### src/rtl/fp_d_wb_stage.sv
// fp_d_wb_stage: FP64 sqrt/div writeback with NaN canonicalisation, IEEE flags,
// 2-entry valid/ready skid buffer, sticky fflags and a retired-op counter.
module fp_d_wb_stage #(
  parameter int CNT_W = 16
) (
  input  logic             clk,
  input  logic             rst,
  input  logic             in_valid,
  output logic             in_ready,
  input  logic [1:0]       in_op,
  input  logic [63:0]      in_src_a,
  input  logic [63:0]      in_src_b,
  input  logic [63:0]      in_result,
  input  logic             in_nx,
  input  logic [4:0]       in_rd,
  output logic             out_valid,
  input  logic             out_ready,
  output logic [4:0]       out_rd,
  output logic [63:0]      out_data,
  output logic [4:0]       out_flags,
  output logic [4:0]       fflags,
  input  logic             fflags_clr,
  output logic [CNT_W-1:0] retired
);

  typedef enum logic [1:0] {
    S_EMPTY = 2'd0,
    S_ONE   = 2'd1,
    S_FULL  = 2'd2
  } state_t;

  localparam logic [63:0] CANON_NAN = 64'h7FF8_0000_0000_0000;

  // {nan, snan, inf, zero}; the sign bit plays no part
  function automatic logic [3:0] classify(input logic [62:0] v);
    logic exp_max;
    logic exp_zero;
    logic frac_zero;
    exp_max   = &v[62:52];
    exp_zero  = ~|v[62:52];
    frac_zero = ~|v[51:0];
    classify  = {exp_max & ~frac_zero,
                 exp_max & ~frac_zero & ~v[51],
                 exp_max & frac_zero,
                 exp_zero & frac_zero};
  endfunction

  logic [3:0] w_cls_a;
  logic [3:0] w_cls_b;
  logic [3:0] w_cls_r;
  logic       w_a_nan, w_a_snan, w_a_inf, w_a_zero;
  logic       w_b_nan, w_b_snan, w_b_inf, w_b_zero;
  logic       w_r_nan, w_r_inf;
  logic       w_r_sub;
  logic       w_op_sqrt;
  logic       w_op_div;
  logic       w_nv, w_dz, w_of, w_uf, w_nx;
  logic [4:0] w_flags;
  logic [63:0] w_data;
  logic       w_in_hs;
  logic       w_out_hs;

  assign w_cls_a = classify(in_src_a[62:0]);
  assign w_cls_b = classify(in_src_b[62:0]);
  assign w_cls_r = classify(in_result[62:0]);

  assign {w_a_nan, w_a_snan, w_a_inf, w_a_zero} = w_cls_a;
  assign {w_b_nan, w_b_snan, w_b_inf, w_b_zero} = w_cls_b;
  assign w_r_nan = w_cls_r[3];
  assign w_r_inf = w_cls_r[1];
  assign w_r_sub = ~|in_result[62:52] & |in_result[51:0];

  assign w_op_sqrt = (in_op == 2'd0);
  assign w_op_div  = (in_op == 2'd1);

  assign w_nv =
    (w_op_sqrt & (w_a_snan |
                  (in_src_a[63] & ~w_a_zero & ~w_a_nan))) |
    (w_op_div  & (w_a_snan | w_b_snan |
                  (w_a_zero & w_b_zero) |
                  (w_a_inf & w_b_inf)));

  assign w_dz = w_op_div & w_b_zero &
                ~w_a_zero & ~w_a_inf & ~w_a_nan;

  // overflow only when an infinity was produced from finite operands
  assign w_of = w_r_inf & (w_op_sqrt | w_op_div) & ~w_a_inf &
                ~(w_op_div & (w_b_inf | w_dz));

  assign w_uf = w_r_sub & in_nx;
  assign w_nx = (in_nx | w_of) & ~w_nv & ~w_dz;

  assign w_flags = {w_nv, w_dz, w_of, w_uf, w_nx};
  assign w_data  = (w_r_nan | w_nv) ? CANON_NAN : in_result;

  state_t      r_state;
  logic        r_valid;
  logic        r_rdy;
  logic [4:0]  r_m_rd;
  logic [63:0] r_m_data;
  logic [4:0]  r_m_flags;
  logic [4:0]  r_s_rd;
  logic [63:0] r_s_data;
  logic [4:0]  r_s_flags;
  logic [4:0]  r_fflags;
  logic [CNT_W-1:0] r_retired;

  assign w_in_hs  = in_valid & r_rdy;
  assign w_out_hs = r_valid & out_ready;

  always_ff @(posedge clk or posedge rst) begin
    if (rst) begin
      r_state   <= S_EMPTY;
      r_valid   <= 1'b0;
      r_rdy     <= 1'b1;
      r_m_rd    <= '0;
      r_m_data  <= '0;
      r_m_flags <= '0;
      r_s_rd    <= '0;
      r_s_data  <= '0;
      r_s_flags <= '0;
    end else begin
      unique case (r_state)
        S_EMPTY: begin
          if (w_in_hs) begin
            r_m_rd    <= in_rd;
            r_m_data  <= w_data;
            r_m_flags <= w_flags;
            r_valid   <= 1'b1;
            r_state   <= S_ONE;
          end
        end
        S_ONE: begin
          unique case ({w_in_hs, w_out_hs})
            2'b10: begin
              r_s_rd    <= in_rd;
              r_s_data  <= w_data;
              r_s_flags <= w_flags;
              r_rdy     <= 1'b0;
              r_state   <= S_FULL;
            end
            2'b01: begin
              r_valid <= 1'b0;
              r_state <= S_EMPTY;
            end
            2'b11: begin
              r_m_rd    <= in_rd;
              r_m_data  <= w_data;
              r_m_flags <= w_flags;
            end
            default: ;
          endcase
        end
        S_FULL: begin
          if (w_out_hs) begin
            r_m_rd    <= r_s_rd;
            r_m_data  <= r_s_data;
            r_m_flags <= r_s_flags;
            r_rdy     <= 1'b1;
            r_state   <= S_ONE;
          end
        end
        default: begin
          r_valid <= 1'b0;
          r_rdy   <= 1'b1;
          r_state <= S_EMPTY;
        end
      endcase
    end
  end

  // a clear coinciding with a retirement keeps that packet's flags
  always_ff @(posedge clk or posedge rst) begin
    if (rst) begin
      r_fflags  <= '0;
      r_retired <= '0;
    end else begin
      if (w_out_hs) begin
        r_fflags  <= (fflags_clr ? 5'd0 : r_fflags) | r_m_flags;
        r_retired <= r_retired + 1'b1;
      end else if (fflags_clr) begin
        r_fflags <= '0;
      end
    end
  end

  assign in_ready  = r_rdy;
  assign out_valid = r_valid;
  assign out_rd    = r_m_rd;
  assign out_data  = r_m_data;
  assign out_flags = r_m_flags;
  assign fflags    = r_fflags;
  assign retired   = r_retired;

endmodule

### config.mk
export PLATFORM = sky130hd
export DESIGN_NAME = fp_d_wb_stage
export DESIGN_NICKNAME = d
export VERILOG_FILES = /design/src/rtl/fp_d_wb_stage.sv
export SDC_FILE = /design/constraint.sdc
export NUM_CORES = 1
export LEC_CHECK = 0
export CORE_MARGIN = 2
export CORE_UTILIZATION = 48
export DETAILED_ROUTE_END_ITERATION = 16
export GPL_TIMING_DRIVEN = 0
export PLACE_DENSITY = 0.93
export SYNTH_ARGS = -nofsm -noshare
export SYNTH_HDL_FRONTEND = slang
export SYNTH_SLANG_ARGS = --single-unit
### constraint.sdc
create_clock -name clk -period 15.5 [get_ports clk]
set_input_delay 3.1 -clock clk [delete_from_list [all_inputs] [get_ports clk]]
set_output_delay 3.1 -clock clk [all_outputs]
set_load 0.1 [all_outputs]
* After elaboration in Yosys (flattened, before gate mapping)
Index checks and enable logic that the tools add are counted.
** Cells by class
- $add $sub $neg :: 1
- $mul :: 0
- Divide/modulo/power cells :: 0
- $lt $le $gt $ge :: 0
- Equal/unequal tests :: 12
- Shift operators :: 0
- Mux-type cells :: 25
- Bitwise operators :: 50
- Reductions and logical operators :: 23
** Operators with widths (number)
- 64-bit 2-to-1 mux :: 4
- 64-bit case mux with 3 select lines :: 1
- 52-bit OR reduction :: 3
- 5-bit 2-to-1 mux :: 8
- 11-bit AND reduction :: 3
- 11-bit OR reduction :: 3
- 1-bit AND :: 30
- 5-bit case mux with 3 select lines :: 2
- 16-bit by 1-bit adder with 16-bit output, second input constant :: 1
- 1-bit NOT :: 10
- 1-bit bitwise OR :: 9
- 3-bit AND reduction :: 3
- 2-bit by 1-bit == test with 1-bit output, second input constant :: 3
- 2-bit == test, second input constant :: 3
- 1-bit logical NOT :: 6
- 2-bit inequality test, second input constant :: 3
- 1-bit case mux with 3 select lines :: 2
- 2-bit case mux with 3 select lines :: 1
- 5-bit bitwise OR :: 1
- 2-bit logical NOT :: 2
- 1-bit 2-to-1 mux :: 4
- 2-bit 2-to-1 mux :: 2
- 2-bit by 1-bit inequality test with 1-bit output, second input constant :: 2
- 2-bit case mux with 2 select lines :: 1
- 4 further kinds :: 4
** Word-level totals
- Register bits after elaboration :: 173
- Bits in latches :: 0
- Memory bits (writable) :: 0
- Memory bits (read-only) :: 0
- Bits of input ports :: 205
- Output and inout port bits :: 97
- Word-level logic and storage cells :: 122
- Memories :: 0

* Depth between registers and ports, before layout
Gate-level depths: netlist (run 1).
- Depth after elaboration :: 16
- Gate-level depth with buffers :: 10
- Mapped depth without buffers :: 8

* Worst setup path after synthesis (run 1)
OpenSTA, ideal clock, no wires.
- Kind :: input -> register
- From :: in in_src_b[38]
- To :: reg r_m_data[0] (netlist: out_data[0])
- Setup time :: 0.078 ns
- Data arrival time :: 5.038 ns
- Data required time :: 15.422 ns
- Slack :: 10.384 ns
- Stages :: 10
- Buffers on the path :: 2
- Cell sequence :: or4_1 > nor2_1 > nand3_1 > nor4_4 > mux2i_1 > a31o_1 > buf_2 > buf_2 > nand4_1 > a21oi_1
** On the way
- Cells in the longest elaborated chain, start to end :: 12
- Elaborated cells between the ends (all ways) :: 18
- Those cells by class :: mux: 4; bitwise: 12; reduce/logical: 2
** Ends and longest elaborated chain
- start: declaration :: line 12 : input logic [63:0] in_src_b,
- 52-bit OR reduction * :: line 41 : frac_zero = ~|v[51:0];
- 1-bit AND or 1-bit logical NOT (tied branches) :: line 43, 41
- 1-bit AND, on equally long branches :: line 43, 45
- 1-bit bitwise OR or 1-bit AND (tied branches) :: line 79, 80
- 1-bit bitwise OR :: line 79 : (w_op_div & (w_a_snan | w_b_snan |
- 1-bit bitwise OR * :: line 80 : (w_a_zero & w_b_zero) |
- 1-bit AND * :: line 79
- 1-bit bitwise OR * :: line 78 : (in_src_a[63] & ~w_a_zero & ~w_a_nan))) |
- 1-bit bitwise OR * :: line 94 : assign w_data = (w_r_nan | w_nv) ? CANON_NAN : in_result;
- 64-bit 2-to-1 mux * :: line 94
- 64-bit 2-to-1 mux, on equally long branches :: line 134, 125
- 64-bit case mux with 3 select lines * :: line 123 : unique case (r_state)
- end signal: assignment :: line 127 : r_m_data <= w_data;
- end signal: assignment :: line 148 : r_m_data <= w_data;
- end signal: assignment :: line 157 : r_m_data <= r_s_data;
- end: declaration :: line 100 : logic [63:0] r_m_data;
Mark *: on every way between the ends. The rest lies on a longest branch, timed or not. The select of a mux whose other input is x is not followed.
A chain may end at the register's enable or synchronous reset.

* Worst setup path after layout (run 1)
- From :: in in_result[20]
- To :: reg r_m_data[45] (netlist: out_data[45])
** On the way
- Cells in the longest elaborated chain, start to end :: 6
- Elaborated cells between the ends (all ways) :: 7
- Those cells by class :: mux: 4; bitwise: 2; reduce/logical: 1
** Ends and longest elaborated chain
- start: declaration :: line 13 : input logic [63:0] in_result,
- 52-bit OR reduction * :: line 41
- 1-bit AND *
- 1-bit bitwise OR * :: line 94
- 64-bit 2-to-1 mux * :: line 94
- 64-bit 2-to-1 mux, on equally long branches :: line 134, 125
- 64-bit case mux with 3 select lines * :: line 123
Marked as above.

==> results of run 1 <==
-- synthesized netlist by cell type --
master / count
nor4_2: 1
a221o_1: 1
buf_6: 6
o31a_1: 1
buf_2: 7
a21oi_1: 110
and3_1: 6
a311oi_1: 1
nor3_1: 19
or4_1: 2
nor4b_1: 1
a21o_1: 2
ha_1: 1
nand2_1: 94
nand3b_1: 2
o21ai_1: 9
nor2_1: 71
xor2_1: 4
inv_1: 8
a41oi_1: 1
o22ai_1: 1
a31o_1: 1
buf_1: 11
clkbuf_1: 41
nor4_4: 1
a22oi_1: 1
a31oi_1: 8
nor2b_1: 2
a2bb2oi_1: 1
dfstp_2: 1
and2_1: 3
xnor2_1: 11
o21ai_0: 35
nand4_1: 66
or3_1: 2
nand3_1: 14
dfrtp_1: 172
o211ai_1: 1
and4_1: 3
nand2b_1: 3
o21a_1: 3
mux2i_1: 1
nor4_1: 45
mux2_2: 2
a22o_1: 52
-- worst max-delay path, stage by stage --
cell	delay, ps
clkdlybuf4s50_1	460
nor4_1	620
nand4_1	180
nor4_1	790
nand2b_1	190
clkbuf_1	450
buf_1	440
nand4_1	210
a21oi_1	210
-- power groups by stage --
stage | clock network (mW) | logic, mW | registers, mW
floorplan | 0 | 0.0141 | 0.460
global placement | 0 | 0.0785 | 0.460
detailed placement | 0 | 0.0805 | 0.460
CTS | 0.435 | 0.0812 | 0.451
global route | 0.453 | 0.0873 | 0.451
finish | 0.432 | 0.0814 | 0.451
-- path summary, 6_finish.rpt --
| check | start | endpoint | slack [ps] | cells past startpoint |
|---|---|---|---|---|
| min reg2reg | r_s_data[59] | r_s_data[59] | 470 | 2 |
| max | in_result[20] | out_data[45] | 9190 | 9 |
| min in group asynchronous | rst | out_data[30] | 3170 | 2 |
| max in group asynchronous | rst | in_ready | 11500 | 3 |
| min | r_s_data[59] | r_s_data[59] | 470 | 2 |
| max reg2reg | out_valid | out_data[49] | 12810 | 8 |
-- cell families (layout without fill, tap and decap cells) --
group | Yosys count | after routing
adder cells (fa/ha/maj) | 1 | 1
multiplexers | 3 | 3
AO/OA/AOI/OAI | 228 | 228
other | 0 | 1
XOR/XNOR | 15 | 15
flip-flops | 173 | 173
buffers and inverters | 73 | 406
AND/OR/NAND/NOR | 335 | 335
-- stage by stage --
step | total power [mW] | instance area (um^2) | utilization | worst slack (ps) | std cells
floorplan | 0.4741 | 7901 | - | 7713 | 828
global placement | 0.5386 | 11170 | 0.6984 | 5592 | 1344
detailed placement | 0.5404 | 11210 | 0.7006 | 8983 | 1345
CTS | 0.9674 | 11810 | 0.7379 | 9372 | 1377
global route | 0.9909 | 11810 | 0.7380 | 9151 | 1378
finish | 0.9650 | 11810 | 0.7380 | 9190 | 1378
-- routing by layer --
metal | up-vias | track usage | share of wire
met5 | - | 0 | 0
met4 | 0 | 0.1380 | 0.036
met3 | 75 | 0.07036 | 0.092
met2 | 563 | 0.5515 | 0.51
met1 | 3996 | 0.3784 | 0.36
li1 | 3694 | - | -
-- sequential cells by signal, summed over array words and instances, names as in the netlist --
| name | count |
|---|---|
| r_s_flags | 5 |
| out_rd | 5 |
| out_valid | 1 |
| r_s_rd | 5 |
| r_state | 2 |
| r_s_data | 64 |
| out_flags | 5 |
| in_ready | 1 |
| fflags | 5 |
| retired | 16 |
| out_data | 64 |
-- layout make-up --
| cell class | instances | area, um^2 |
|---|---|---|
| inverters | 8 | 37.54 |
| flip-flops and latches | 173 | 4330 |
| diodes | 1 | 2.502 |
| clock buffers | 18 | 439.2 |
| fillers | 1147 | 4192 |
| multi-input cells | 582 | 3243 |
| repair buffers | 301 | 3030 |
| clock inverters | 14 | 157.7 |
| plain buffers | 65 | 297.8 |
| well taps | 216 | 270.3 |
==> flow_metrics.tcl, run 1 <==
set metrics [dict create \
    synth-xor-area-share 0.01663 \
    place.gp.congestion 0.8743 \
    areaGrowthSynthToFinish_pct 49.45 \
    fp.coreArea_um2 16000 \
    synth_nets 1034 \
    synthAdderAreaFrac 0.001584 \
    root_buffer "clkbuf_16" \
    cts_buffers 17 \
    crit_required_ps 15850 \
    yosys.cell_types.count 45 \
    power_frac_comb 0.084 \
    synth_compound_area_frac 0.1758 \
    cts_tree "built" \
    p_int_mw 0.7450 \
    detail_route.wl_per_cell_um 19.95 \
    ant_nets 0 \
    dieWidth_um 132.3 \
    grt_max_degree 91 \
    p_seq_frac 0.468 \
    grt_remaining_overflow 0 \
    endpoint_kind "flip-flop" \
    drv_cap 0 \
    ys.warnings.count 0 \
    grt_pass1_vias 8372 \
    rsz0062_at_grt "false" \
    drt-pass1-iter-count 5 \
    grt_pass1_wl_um 43690 \
    max_clock_freq_mhz 158.5 \
    p_switching_mw 0.2200 \
    synth_area_um2 7901 \
    final.min_clock_period_ps 6310 \
    final_max_slew_viol_count 0 \
    initial_utilization 0.4938 \
    ir_drop_mv 0.08232 \
    yosys-top-cells-area "dfrtp_1 (54%), a21oi_1 (7.0%), a22o_1 (5.8%), nand4_1 (5.2%), nand2_1 (4.5%)" \
    tightest_slew_ps 1112 \
    critPathKind "in2reg" \
    layout.cells.most_common "clkdlybuf4s50_1" \
    arrival_ps 6660 \
    fin_setup_tns_ps 0 \
    pwr_density_cell_nw_per_um2 81.72 \
    io-pin-count 302 \
    cts_setup_buffers 0 \
    hold_violations 0 \
    cts_max_level 4 \
    syn-instance-count 828 \
    drtIter0Drc 861 \
    num_vias 8328 \
    cts_resized 0 \
    synth-simple-area-share 0.2124 \
    dp_hpwl_um 19750 \
    critPathLaunchType "primary input" \
    ys_seq_elements 173 \
    grt_antenna_before_repair 1 \
    yosysTopAreaCellShare 0.5447 \
    sw_frac_of_total 0.2280 \
    std_cell_rows 46 \
    clk-insertion-delay-late_ps 440 \
    clk_pin_slew_ps 60 \
    portBuffers 300 \
    fp.dieH_um 132.3 \
    yosysSeqAreaShare 0.5481 \
    fin_crit_sh 0.4071 \
    holdWs_ps 465.4 \
    clock_path_buffers 2 \
    fp.dieArea_um2 17500 \
    synth_area_leader_cell "dfrtp_1" \
    cts_sinks 173 \
    drc 0 \
    syn_avg_cell_area_um2 9.543 \
    power_leakage_nw 5.016 \
    fin_nets 1354 \
    synth_top_family_by_area "simple AND/OR/NAND/NOR gates" \
    grt_use_total 0.3167 \
    layout_common_cells "clkdlybuf4s50_1 (300), dfrtp_1 (172), a21oi_1 (110)" \
    clock_skew_ps 7.567 \
    setup_viol 0 \
    muxShareOfSynthArea 0.004117 \
    drive_above_1_share 0.04479 \
    p_clk_frac 0.448 \
    relSlewSlack 0.2565 \
    min_path_type "reg2reg" \
    status "completed" \
    critPathMaxFanout 10 \
    via_per_inst 6.044 \
    wl_um 27490 \
    ctsHoldBuffers 0 \
]
No activity file was read; power rests on OpenSTA's default activity.
==> run 2: changes to the inputs <==
CORE_UTILIZATION = 44   (was 48)
PLACE_DENSITY = 0.87   (was 0.93)
clock period = 6.61 ns   (was 15.5 ns; I/O delays follow)
==> flow_metrics.tcl, run 2 (synthesized netlist as in run 1, its figures left out) <==
set metrics [dict create \
    status "completed" \
    grt_pass1_wl_um 42780 \
    dp_hpwl_um 19580 \
    max_clock_freq_mhz 221.6 \
    power_leakage_nw 5.037 \
    sw_frac_of_total 0.2103 \
    dieWidth_um 138.0 \
    final_util 0.6670 \
    power_frac_comb 0.082 \
    grt_antenna_before_repair 1 \
    relSlewSlack 0.2796 \
    num_vias 8292 \
    drive_above_1_share 0.04134 \
    final_max_slew_viol_count 0 \
    rsz0062_at_grt "false" \
    root_buffer "clkbuf_16" \
    fp.dieH_um 138.0 \
    fp.coreArea_um2 17780 \
    grt_pass1_vias 8321 \
    routed.top_layer "met4" \
    p_clk_frac 0.465 \
    place_inst 1358 \
    endpoint_kind "flip-flop" \
    initial_utilization 0.4444 \
    grt_remaining_overflow 0 \
    cts_max_level 4 \
    via_per_inst 5.961 \
    cts_sinks 173 \
    std_cell_rows 49 \
    fin_setup_tns_ps 0 \
    clk-insertion-delay-late_ps 430 \
    met1Wirelength_um 9903 \
    critPathKind "in2reg" \
    drc 0 \
    drv_cap 0 \
    crit_required_ps 6950 \
    place.gp.congestion 0.9129 \
    p_int_mw 1.845 \
    detail_route.wl_per_cell_um 19.22 \
    dr_wl_met3_um 2275 \
    ant_nets 0 \
    ctsHoldBuffers 0 \
    clock_path_buffers 2 \
    wl_um 26740 \
    drtIter0Drc 851 \
    layout.cells.most_common "clkdlybuf4s50_1" \
    stdcell_count 1391 \
    wl_met2_um 13570 \
    final.min_clock_period_ps 4514 \
    setup_viol 0 \
    portBuffers 300 \
    fp.dieArea_um2 19050 \
    min_path_type "reg2reg" \
    ir_drop_mv 0.1687 \
    cts_tree "built" \
    drt-pass1-iter-count 6 \
    ff2ff_setup_slack_ps 3920 \
    tightest_slew_ps 1077 \
    cts_resized 0 \
    clock_skew_ps 9.869 \
    cts_buffers 17 \
    pwr_density_cell_nw_per_um2 197.0 \
    layout_common_cells "clkdlybuf4s50_1 (300), dfrtp_1 (172), a21oi_1 (110)" \
    grt_use_total 0.2775 \
    arrival_ps 4860 \
    hold_violations 0 \
    critPathMaxFanout 10 \
    p_switching_mw 0.4914 \
    io-pin-count 302 \
    clk_pin_slew_ps 60 \
    fin_crit_sh 0.6828 \
    p_seq_frac 0.453 \
    cts_setup_buffers 0 \
    grt_max_degree 92 \
    fin_nets 1354 \
    critPathLaunchType "primary input" \
    areaGrowthSynthToFinish_pct 50.09 \
]
## run 2: power groups by stage
stage	registers, mW	logic [mW]	clock network (mW)
2_1_floorplan	1.08	0.0331	0
3_3_place_gp	1.08	0.186	0
3_5_place_dp	1.08	0.190	0
4_1_cts	1.06	0.192	1.09
5_1_grt	1.06	0.204	1.13
6_report	1.06	0.192	1.09
## run 2: path summary, 6_finish.rpt
path                               start            to  cells past startpoint
max                        in_result[20]  out_data[50]                      9
min                         r_s_data[55]  r_s_data[55]                      2
max reg2reg                   r_state[1]  out_data[50]                      8
min reg2reg                 r_s_data[55]  r_s_data[55]                      2
max in group asynchronous            rst  r_s_data[25]                      3
min in group asynchronous            rst  r_s_data[30]                      2
## run 2: worst max-delay path: stages
cell and delay, ps:
clkdlybuf4s50_1 460, nor4_1 570, nand4_1 170, nor4_1 810, nand2b_1 190, clkbuf_1 500, buf_1 440, nand4_1 180
a21oi_1 200
## run 2: routing by layer
| metal | global-route usage | vias to the layer above |
|---|---|---|
| met5 | 0 | - |
| met4 | 0.1294 | 0 |
| met3 | 0.05646 | 83 |
| met2 | 0.4771 | 543 |
| met1 | 0.3366 | 3982 |
| li1 | - | 3684 |
## run 2: metrics by stage
step	hold slack [ps]	cell area, um^2	setup slack [ps]	total power, mW
6_report	470.4	11860	2096	2.336
5_1_grt	499.6	11860	2019	2.396
4_1_cts	467.0	11860	2137	2.339
3_5_place_dp	451.8	11230	1767	1.269
3_3_place_gp	446.1	11190	-1563	1.265
2_1_floorplan	433.4	7901	601.2	1.112
## run 2: final cells by class
| type | count | area [um^2] |
|---|---|---|
| flip-flops and latches | 173 | 4330 |
| repair buffers | 301 | 3030 |
| well taps | 229 | 286.5 |
| clock buffers | 21 | 440.4 |
| multi-input cells | 582 | 3243 |
| fillers | 1404 | 5921 |
| diodes | 1 | 2.502 |
| plain buffers | 65 | 297.8 |
| inverters | 8 | 37.54 |
| clock inverters | 11 | 190.2 |
==> run 3: changes to the inputs <==
clock period = 4.25 ns   (was 6.61 ns; I/O delays follow)
==> flow_metrics.tcl, run 3 (synthesized netlist as in run 1, its figures left out) <==
set metrics [dict create \
    rsz0062_at_grt "false" \
    dp_slack_ps -193.1 \
    final_util 0.6674 \
    hold_violations 0 \
    fin_nets 1357 \
    fp.coreArea_um2 17780 \
    root_buffer "clkbuf_16" \
    clock_skew_ps 9.106 \
    power_leakage_nw 5.040 \
    arrival_ps 4440 \
    path_delay_family "simple AND/OR/NAND/NOR gates" \
    drtIter0Drc 668 \
    grt_max_degree 42 \
    endpoint_kind "flip-flop" \
    fin_crit_sh 0.9639 \
    place.gp.congestion 0.8745 \
    clk-insertion-delay-late_ps 430 \
    cts_sinks 173 \
    drive_above_1_share 0.04725 \
    cpPeakStageDelay_ps 860 \
    cts_max_level 4 \
    tightest_slew_ps 1100 \
    cts_resized 0 \
    pwr_density_cell_nw_per_um2 296.3 \
    clock_path_buffers 2 \
    hold_start "r_s_data[52]" \
    layout.cells.most_common "clkdlybuf4s50_1" \
    grt_antenna_before_repair 1 \
    grt_use_total 0.2754 \
    ctsHoldBuffers 0 \
    cts_setup_buffers 0 \
    ir_drop_mv 0.2822 \
    final.min_clock_period_ps 4097 \
    detail_route.wl_per_cell_um 19.12 \
    worst-path-buf-inv 3 \
    critical_path.startpoint "in_result[20]" \
    fp.dieH_um 138.0 \
    met3_usage 0.05785 \
    portBuffers 300 \
    via_per_inst 5.878 \
    max_clock_freq_mhz 244.1 \
    num_vias 8188 \
    fp.dieArea_um2 19050 \
    status "completed" \
    clk_pin_slew_ps 70 \
    grt_remaining_overflow 0 \
    critPathMaxFanout 10 \
    met2_usage 0.4776 \
    dieWidth_um 138.0 \
    drv_cap 0 \
    final_max_slew_viol_count 0 \
    fillCellCount 1395 \
    relSlewSlack 0.2642 \
    setup_viol 0 \
    critPathLaunchType "primary input" \
    num_antenna_cells 0 \
    cts_buffers 17 \
    min_path_type "reg2reg" \
    grt_pass1_vias 8027 \
    io-pin-count 302 \
    drc 0 \
    areaGrowthSynthToFinish_pct 50.18 \
    rr_startpoint "r_state[1]" \
    cp_cell_sequence "clkdlybuf4s50_1, nor4_1, nand4_1, nor4_1, nand2b_1, clkbuf_1, buf_1, nand4_1, a21oi_1" \
    critPathKind "in2reg" \
    top_usage_layer "met2" \
    initial_utilization 0.4444 \
    ant_nets 0 \
    fin_ws_ps 153.2 \
    drt-pass1-iter-count 6 \
    grt_pass1_wl_um 42190 \
    wl_um 26630 \
    grtUsageMet1 0.3396 \
    layout_common_cells "clkdlybuf4s50_1 (300), dfrtp_1 (172), a21oi_1 (110)" \
    cts_tree "built" \
    crit_required_ps 4600 \
    slowest_stage "nor4_1" \
    std_cell_rows 49 \
    dp_hpwl_um 19860 \
]
[run 3: final timing paths]
path                       cells after the start  slack (ps)           end
max                                            9         150  out_data[30]
min                                            2         460  r_s_data[52]
max reg2reg                                    8        1440  out_data[39]
min reg2reg                                    2         460  r_s_data[52]
max in group asynchronous                      5        2160      in_ready
min in group asynchronous                      2         870  out_data[18]
[run 3: where the power goes]
group | internal, mW | switching (mW) | leakage [nW] | total [mW]
combinational | 0.184 | 0.119 | 2.34 | 0.303
clock | 0.899 | 0.667 | 0.289 | 1.57
sequential | 1.65 | 0.0000000000000000619 | 2.41 | 1.65
total | 2.73 | 0.786 | 5.04 | 3.52
[run 3: routing by layer]
layer / routed length (um) / share of wire / vias to the layer above
li1: - / - / 3689
met1: 10170 / 0.38 / 3951
met5: 10 / 0.00038 / -
met2: 13530 / 0.51 / 472
met3: 2042 / 0.077 / 74
met4: 875 / 0.033 / 2
[run 3: cell type report]
type / count / area [um^2] / area share
Multi-Input combinational cell: 582 / 3243 / 0.2733
Inverter: 8 / 33.78 / 0.002847
Timing Repair Buffer: 304 / 3083 / 0.2598
Tap cell: 229 / 286.5 / 0.02415
Buffer: 65 / 297.8 / 0.02509
Clock buffer: 19 / 452.9 / 0.03817
Sequential cell: 173 / 4330 / 0.3649
Clock inverter: 13 / 138.9 / 0.01170
[run 3: worst min-delay path, delay by kind of cell, from the launching register on]
| family | cells | cell delay [ps] |
|---|---|---|
| flip-flops | 1 | 340 |
| AND/OR/NAND/NOR | 2 | 100 |
[run 3: through the flow]
| stage | instances | power (mW) | setup TNS, ps | hold WS (ps) | area, um^2 |
|---|---|---|---|---|---|
| after floorplan | 828 | 1.730 | 0 | 433.4 | 7905 |
| after global placement | 1357 | 1.968 | -37740 | 445.1 | 11190 |
| after detailed placement | 1361 | 1.979 | -11230 | 450.2 | 11270 |
| after CTS | 1393 | 3.526 | 0 | 463.8 | 11870 |
| after global routing | 1393 | 3.627 | 0 | 494.0 | 11870 |
| final | 1393 | 3.515 | 0 | 464.9 | 11870 |
